File: src/rtl/dm_arb_pkg.sv
// Shared types and constants for the two-master memory arbiter.
package dm_arb_pkg;

  typedef enum logic [1:0] {
    IDLE   = 2'd0,
    ACCESS = 2'd1,
    RESP   = 2'd2
  } state_t;

  localparam logic [3:0] BYTEEN_READ = 4'b0000;

  // Master index: 0 selects m0, 1 selects m1.
  typedef logic m_idx_t;
  localparam m_idx_t M0 = 1'b0;
  localparam m_idx_t M1 = 1'b1;

endpackage

File: src/rtl/rr_arb2.sv
// Two-way round-robin pick; ptr holds the last granted master and the caller
// loads gnt_idx into it whenever a grant is taken.
module rr_arb2
  import dm_arb_pkg::*;
(
  input  logic [1:0] req,
  input  m_idx_t     ptr,
  output m_idx_t     gnt_idx,
  output logic       any
);

  always_comb begin
    gnt_idx = M0;
    if (req == 2'b11) begin
      gnt_idx = (ptr == M0) ? M1 : M0;
    end else if (req[1]) begin
      gnt_idx = M1;
    end
  end

  assign any = |req;

endmodule

File: src/rtl/dm_arbiter.sv
// Two-master arbiter onto one synchronous memory port; fixed two-cycle
// latency (gnt, then rvalid) and round-robin on ties.
//
// state  | meaning
// IDLE   | no access in flight; arbitrate on any req
// ACCESS | drive memory for the latched winner, pulse its gnt
// RESP   | return captured data with rvalid; arbitrate again
module dm_arbiter
  import dm_arb_pkg::*;
#(
  parameter int ADDR_W = 32,
  parameter int DATA_W = 32
) (
  input  logic              clk,
  input  logic              reset,
  input  logic              m0_req,
  input  logic [ADDR_W-1:0] m0_addr,
  input  logic [3:0]        m0_byteen,
  input  logic [DATA_W-1:0] m0_wdata,
  input  logic              m1_req,
  input  logic [ADDR_W-1:0] m1_addr,
  input  logic [3:0]        m1_byteen,
  input  logic [DATA_W-1:0] m1_wdata,
  output logic              m0_gnt,
  output logic              m0_rvalid,
  output logic [DATA_W-1:0] m0_rdata,
  output logic              m1_gnt,
  output logic              m1_rvalid,
  output logic [DATA_W-1:0] m1_rdata,
  output logic [ADDR_W-1:0] mem_addr,
  output logic [3:0]        mem_byteen,
  output logic [DATA_W-1:0] mem_wdata,
  output logic              mem_re,
  input  logic [DATA_W-1:0] mem_rdata
);

  state_t            state_q, state_d;
  m_idx_t            ptr_q, win_q, gnt_idx;
  logic              any, load;
  logic [ADDR_W-1:0] addr_q;
  logic [3:0]        byteen_q;
  logic [DATA_W-1:0] wdata_q, rdata_q;
  logic              is_read;

  rr_arb2 u_rr (
    .req     ({m1_req, m0_req}),
    .ptr     (ptr_q),
    .gnt_idx (gnt_idx),
    .any     (any)
  );

  assign is_read = (byteen_q == BYTEEN_READ);

  always_ff @(posedge clk or negedge reset) begin
    if (!reset) begin
      state_q  <= IDLE;
      ptr_q    <= M1;
      win_q    <= M0;
      addr_q   <= '0;
      byteen_q <= '0;
      wdata_q  <= '0;
      rdata_q  <= '0;
    end else begin
      state_q <= state_d;
      if (load) begin
        ptr_q    <= gnt_idx;
        win_q    <= gnt_idx;
        addr_q   <= (gnt_idx == M1) ? m1_addr   : m0_addr;
        byteen_q <= (gnt_idx == M1) ? m1_byteen : m0_byteen;
        wdata_q  <= (gnt_idx == M1) ? m1_wdata  : m0_wdata;
      end
      if (state_q == ACCESS) begin
        rdata_q <= is_read ? mem_rdata : '0;
      end
    end
  end

  // Outputs decode purely from state, so an async reset silences them at once.
  always_comb begin
    state_d    = state_q;
    load       = 1'b0;
    m0_gnt     = 1'b0;
    m1_gnt     = 1'b0;
    m0_rvalid  = 1'b0;
    m1_rvalid  = 1'b0;
    m0_rdata   = '0;
    m1_rdata   = '0;
    mem_addr   = '0;
    mem_byteen = '0;
    mem_wdata  = '0;
    mem_re     = 1'b0;
    case (state_q)
      IDLE: begin
        if (any) begin
          state_d = ACCESS;
          load    = 1'b1;
        end
      end
      ACCESS: begin
        state_d    = RESP;
        m0_gnt     = (win_q == M0);
        m1_gnt     = (win_q == M1);
        mem_addr   = addr_q & ~ADDR_W'(3);
        mem_byteen = byteen_q;
        mem_wdata  = wdata_q;
        mem_re     = is_read;
      end
      RESP: begin
        m0_rvalid = (win_q == M0);
        m1_rvalid = (win_q == M1);
        m0_rdata  = (win_q == M0) ? rdata_q : '0;
        m1_rdata  = (win_q == M1) ? rdata_q : '0;
        if (any) begin
          state_d = ACCESS;
          load    = 1'b1;
        end else begin
          state_d = IDLE;
        end
      end
      default: state_d = IDLE;
    endcase
  end

endmodule
File: config.mk
export PLATFORM = sky130hd
export DESIGN_NAME = dm_arbiter
export DESIGN_NICKNAME = d
export VERILOG_FILES = /design/src/rtl/dm_arb_pkg.sv /design/src/rtl/rr_arb2.sv /design/src/rtl/dm_arbiter.sv
export SDC_FILE = /design/constraint.sdc
export NUM_CORES = 1
export LEC_CHECK = 0
export BUFFER_PORTS_ARGS = -buffer_cell sky130_fd_sc_hd__clkbuf_2
export CORE_MARGIN = 3
export CORE_UTILIZATION = 40
export DETAILED_ROUTE_END_ITERATION = 7
export PLACE_DENSITY = 0.75
export SYNTH_ARGS = -nofsm -noshare
export SYNTH_HDL_FRONTEND = slang
export SYNTH_SLANG_ARGS = --single-unit
File: constraint.sdc
create_clock -name clk -period 1.8 [get_ports clk]
set_clock_uncertainty 0.15 [all_clocks]
set_input_delay 0 -clock clk [delete_from_list [all_inputs] [get_ports clk]]
set_output_delay 0 -clock clk [all_outputs]
set_load 0.05 [all_outputs]
==> reports/results.txt, run 1 <==
footprint of the multi-input gates: 2530 um2
CTS root buffer: clkbuf_16
initial drt markers: 544
GPL Wtd Cong: 0.791
max cap viols: 0
Crit. Startpoint: byteen_q[0]$_DFFE_PN0P_
#FFs+latches synth: 102
maximum vdd ir drop: 0.742 mV
IO Pins: 309
vias in the first global route: 7002
crit path max fanout: 6
final net count: 1228
Min-Delay Path Class: in2reg
DRC viols: 0
Arr. time, crit path: 1920 ps
Reg-to-Reg End: rdata_q[18]$_DFFE_PN0N_
Design Power: 8.27 mW
Area Growth Syn to Fin: 91.7%
htree depth: 3
initial antenna violation count: 0
HPWL Detailed: 11.6 mm
Worst Hold Slack: 61.6 ps
mapped cell area: 5200 um2
CTS tree: built
Mean Syn Cell Area: 8.73 um2
first-pass GRT wire length: 36.7 mm
maximum clock rate: 554 MHz
met1 usage: 36.4%
R2R cell count: 5
critical path capture point: rdata_q[18]$_DFFE_PN0N_
Die Ht: 120 um
total global-route track usage: 32.2%
# rows: 41
most crowded layer after global routing: met2
sequential share of the synthesized area: 49.1%
Worst path most repeated cell: buf_6
synth warn: 0
crit start category: register
ys async rst share: 100%
clock sink count: 102
Die W: 120 um
clk slew on worst S/H paths: 70 ps
Critical Path, Cell by Cell: or4_4 > nor2_8 > buf_6 > buf_6 > a22o_1
pwr dens: 829 nW/um2
ys flop type: dfrtp_1
fill cell count: 667
CTS Buf Count: 9
leakage: 4.91 nW
wirelength, routed: 25.3 mm
share of layout cells above drive strength 1: 38.8%
CP max stage delay: 570 ps
Pre-antenna DRT Iters: 6
via count: 6721
Mapped Cells: 596
met3 capacity usage during global routing: 8.34%
Cell variety after synth: 26
RR Startpoint: byteen_q[0]$_DFFE_PN0P_
met2 Use GR: 55.1%
clock latency on the worst-skew pair: 340 ps
Final Cycle Share: 100%
IO buf count: 302
EDFF count, synth: 0
failing checks: setup timing
number of inserted diodes: 0
slowest CP cell: or4_4
Setup CP Type: reg2reg
final setup vio count: 2
Avg WL per Cell: 20.5 um
register area: 2550 um2
post-route antenna net violation count: 0
Initial Utilization: 41.1%
Final Hold Fails: 0
Max Slew Vio Count: 0
total gr overflow: 0
Worst Path Required: 1920 ps
unrepaired setup endpoints after global routing: yes
crit path time final: 1810 ps
Via density: 5.46
CORE AREA: 12700 um2
largest net degree at the start of global routing: 72
die area: 14400 um2
final setup margin: -5.68 ps
CTS max path bufs: 2
status: complete, but fails checks
fin cells: 1232
CP endpoint kind: register
R2R setup slack: -6 ps
placed cell count: 1039
==> where the power goes <==
| part | leakage [nW] | internal (mW) | total, mW | switching, mW |
|---|---|---|---|---|
| registers | 1.23 | 2.68 | 2.95 | 0.267 |
| clock network | 0.141 | 1.11 | 1.97 | 0.862 |
| logic | 3.54 | 1.30 | 3.35 | 2.05 |
| total | 4.91 | 5.09 | 8.27 | 3.18 |
==> flip-flops by register name, indices dropped and copies added (netlist names) <==
signal,flops
win_q,1
addr_q,30
state_q,2
wdata_q,32
byteen_q,4
rdata_q,32
ptr_q,1
==> routing by layer <==
metal | vias up | routed length [um]
met4 | 0 | 1270
met1 | 3193 | 8990
li1 | 2884 | -
met5 | - | 0
met2 | 516 | 12700
met3 | 128 | 2340
==> cell usage in the layout (no fill, tap or decap), types with 2 or more instances in the layout <==
cell	count
nor2_1	68
and2_1	86
clkbuf_4	22
and3_4	2
clkbuf_2	173
buf_12	15
a31oi_1	66
nand2_1	132
dfrtp_1	100
clkbuf_16	14
clkbuf_8	4
a22o_1	23
buf_8	39
clkinv_2	2
a22o_2	9
and2_2	2
dlygate4sd3_1	168
buf_6	13
buf_4	61
and2_4	42
conb_1	2
==> area by class of cell <==
type | instances | area share (%)
clock buffers | 11 | 2.43
clock inverters | 4 | 0.477
inverters | 3 | 0.188
multi-input cells | 441 | 25.3
flip-flops and latches | 102 | 25.6
well taps | 172 | 2.16
repair buffers | 499 | 43.8
==> synthesized netlist by cell type, types with 2 or more instances <==
cell type | number | area (um2)
buf_2 | 19 | 95.1
buf_6 | 5 | 56.3
buf_4 | 2 | 15.0
and2_1 | 129 | 807
nor2_1 | 68 | 255
a31oi_1 | 67 | 419
a22o_1 | 23 | 201
nand2_1 | 132 | 495
dfrtp_1 | 101 | 2530
inv_1 | 3 | 11.3
clkbuf_1 | 23 | 86.3
a22o_2 | 9 | 90.1
and3_1 | 2 | 12.5
==> through the flow <==
step / util, % / setup TNS (ps) / worst slack (ps) / area [um2]
after floorplan: - / 0 / 118 / 5210
after global placement: 55.4 / 0 / 129 / 7020
after detailed placement: 55.4 / 0 / 77.9 / 7020
after CTS: 75.6 / -21.0 / -21.0 / 9580
after global routing: 78.7 / -746 / -129 / 9980
final: 78.7 / -8.88 / -5.68 / 9980
==> critical path: cells and delay by family, from the launching register on <==
family | cells | cell delay [ps]
AND/OR/NAND/NOR | 2 | 730
AO/OA/AOI/OAI | 1 | 180
buffers and inverters | 2 | 290
flip-flops | 1 | 380
==> worst min-delay path by stage <==
stage / from / endpoint / cells past startpoint
3_3_place_gp: reset / rdata_q[5]$_DFFE_PN0N_ / 1
4_1_cts: m1_req / byteen_q[3]$_DFFE_PN0P_ / 4
6_report: m1_req / byteen_q[3]$_DFFE_PN0P_ / 4
2_1_floorplan: reset / addr_q[10]$_DFFE_PN0P_ / 0
5_1_grt: reset / rdata_q[8]$_DFFE_PN0N_ / 3
3_5_place_dp: reset / rdata_q[5]$_DFFE_PN0N_ / 1
==> cell families after synthesis <==
group,count (synthesis),share of synthesized area (%)
flip-flops,102,49.1
AO/OA/AOI/OAI,104,14.4
other,1,0.0721
buffers and inverters,54,5.41
AND/OR/NAND/NOR,335,31.0
==> timing repair <==
action	4_1_cts	5_1_grt
pin swaps	2	7
gates cloned	0	4
endpoints found under the hold margin	201	0
setup buffers	3	3
setup endpoints to repair	102	155
resized for setup	157	198
hold buffers	168	0
(Power assumes the default switching activity.)
==> run 2, diff against run 1 <==
--- a/config.mk
+++ b/config.mk
@@ -5,11 +5,14 @@
 export SDC_FILE = /design/constraint.sdc
 export NUM_CORES = 1
 export LEC_CHECK = 0
+export ABC_AREA = 1
 export BUFFER_PORTS_ARGS = -buffer_cell sky130_fd_sc_hd__clkbuf_2
+export CORE_ASPECT_RATIO = 1.25
 export CORE_MARGIN = 3
 export CORE_UTILIZATION = 40
 export DETAILED_ROUTE_END_ITERATION = 7
-export PLACE_DENSITY = 0.75
+export HOLD_SLACK_MARGIN = 0.02
+export PLACE_DENSITY = 0.71
 export SYNTH_ARGS = -nofsm -noshare
 export SYNTH_HDL_FRONTEND = slang
 export SYNTH_SLANG_ARGS = --single-unit
==> run 2 against run 1 <==
Effect of this change:
- the run now ends clean
- cell count is 32% higher
- sequential power hardly changed
- die area up 18%
- routed wire length decreased by 2.3%
- worst setup slack better by 26 ps
- first-iteration DRC count is 18% higher
- clock power decreased by 3%
- critical path depth increased by 1
==> reports/results.txt, run 2 <==
total gr overflow: 0
final setup vio count: 0
Max-Slew Margin vs Limit: 63.4%
CP max stage delay: 410 ps
GPL Wtd Cong: 0.848
clock sink count: 102
Synth top area share: 40.9%
DRC viols: 0
fin util: 70.8%
ys async rst share: 100%
Final Cycle Share: 98.9%
CP endpoint kind: output port
Die Ht: 145 um
crit start category: register
CTS max path bufs: 2
Die W: 117 um
final net count: 1582
maximum vdd ir drop: 0.441 mV
Avg WL per Cell: 15.2 um
crit path time final: 1780 ps
Placement Setup Slack: 315 ps
Largest regs: rdata_q x32, wdata_q x32, addr_q x30
ys flop type: dfrtp_1
die area: 17000 um2
CORE AREA: 15100 um2
Worst Hold Slack: 15.6 ps
EDFF count, synth: 0
crit path max fanout: 48
commonest non-fill, non-tap cells in the layout: nand2_1, inv_1, clkbuf_2
maximum clock rate: 562 MHz
Cell variety after synth: 18
Mean Syn Cell Area: 6.31 um2
initial drt markers: 640
Mapped Cells: 978
Final Hold Fails: 0
mapped cell area: 6170 um2
via count: 7942
IO buf count: 302
initial antenna violation count: 3
htree depth: 3
vias in the first global route: 7879
Area Growth Syn to Fin: 72.9%
leakage: 6.10 nW
first-pass GRT wire length: 37.2 mm
Initial Utilization: 41.0%
Post-synth top cells: nand2_1, inv_1, nor2_1
worst slew pin tran: 549 ps
Arr. time, crit path: 1630 ps
synth warn: 0
pwr dens: 805 nW/um2
CTS Buf Count: 9
unrepaired setup endpoints after global routing: yes
Setup CP Type: reg2out
HPWL Detailed: 13.3 mm
fill cell count: 1061
sequential share of the synthesized area: 41.4%
synth top area cells: dfrtp_1, nand2_1, inv_1
wirelength, routed: 24.7 mm
largest net degree at the start of global routing: 103
final setup margin: 20.6 ps
# rows: 50
Via density: 4.88
clk slew on worst S/H paths: 70 ps
share of layout cells above drive strength 1: 27.0%
Pre-antenna DRT Iters: 7
CTS tree: built
most frequent cell after synthesis: nand2_1
Worst Path Required: 1650 ps
kind of cell adding the most delay to the critical path: buffers and inverters
slowest CP cell: dfrtp_1
cell taking the most area after synthesis: dfrtp_1
Critical Path, Cell by Cell: inv_2 > nor2_4 > clkinv_2 > buf_12 > nor2_1 > buf_4
commonest non-fill, non-tap cell in the layout: nand2_1
total global-route track usage: 27.3%
CP Buf/Inv Count: 4
max cap viols: 0
IO Pins: 309
Max Slew Vio Count: 0
Min-Delay Path Class: in2reg
clock latency on the worst-skew pair: 330 ps
#FFs+latches synth: 102
status: complete, no violations
post-route antenna net violation count: 0
CTS root buffer: clkbuf_16
run 2: cell types whose count changed after synthesis, moves of 23 or more:
cell and change:
nand4_1 +32, and2_1 -129, a31oi_1 -67, nand3_1 +133, inv_1 +231, nand2_1 +136, nor2_1 +68, a22o_1 -23
run 2: repair_timing:
action / CTS / global route
setup endpoints to repair: 99 / 130
endpoints found under the hold margin: 200 / 0
resized for setup: 101 / 204
hold buffers: 165 / 0
buffers inserted: 0 / 1
run 2: metal layers:
metal / global-route usage, % / up-vias / part of all wire [%]
li1: - / 3715 / -
met1: 30.3 / 3598 / 36
met2: 46.7 / 505 / 50
met3: 5.13 / 124 / 7.5
met4: 17.4 / 0 / 6.0
met5: 0 / - / 0
run 2: per-stage QoR:
stage	TNS [ps]	area [um2]	total power, mW	std cells
final	0	10700	8.59	1627
after global routing	-1390	10700	9.04	1626
after CTS	0	10400	8.32	1622
after detailed placement	0	8170	6.03	1441
after global placement	0	8170	5.99	1441
after floorplan	0	6180	5.04	979
run 2: final timing paths:
kind,end,slack (ps),depth (start not counted),startpoint
setup / recovery,mem_wdata[21],20,6,state_q[0]$_DFFE_PN0P_
hold / removal,ptr_q$_DFFE_PN1P_,20,4,m1_req
setup reg to reg,addr_q[16]$_DFFE_PN0P_,210,6,state_q[0]$_DFFE_PN0P_
hold reg to reg,addr_q[17]$_DFFE_PN0P_,330,2,addr_q[17]$_DFFE_PN0P_
max in group asynchronous,addr_q[17]$_DFFE_PN0P_,980,3,reset
min in group asynchronous,wdata_q[17]$_DFFE_PN0P_,100,3,reset
run 2: cells by family (layout without fill, tap and decap cells):
| kind of cell | count (synthesis) | after routing | synth area share (%) |
|---|---|---|---|
| simple gates | 573 | 573 | 39.1 |
| compound gates | 1 | 1 | 0.0810 |
| other cells | 1 | 6 | 0.0607 |
| buf+inv | 301 | 737 | 19.4 |
| flops | 102 | 102 | 41.4 |
run 2: layout make-up:
| class | instances | area (um2) | area share [%] |
|---|---|---|---|
| timing repair buffer | 484 | 4150 | 38.8 |
| sequential | 102 | 2550 | 23.9 |
| multi-input combinational | 576 | 2530 | 23.7 |
| inverter | 237 | 891 | 8.34 |
| tap | 208 | 260 | 2.44 |
| clock buffer | 10 | 239 | 2.24 |
| clock inverter | 6 | 51.3 | 0.480 |
| antenna | 4 | 10.0 | 0.0937 |
run 2: report_power, final:
group / switching (mW) / total [mW] / leakage, nW / internal (mW)
sequential: 0.259 / 2.98 / 1.28 / 2.72
clock: 0.913 / 1.91 / 0.134 / 0.997
combinational: 2.38 / 3.70 / 4.69 / 1.32
run 2: tightest hold or removal path: stages:
cell      delay (ps)
clkbuf_2         120
buf_12           180
nand3_1          130
nand2_1           60
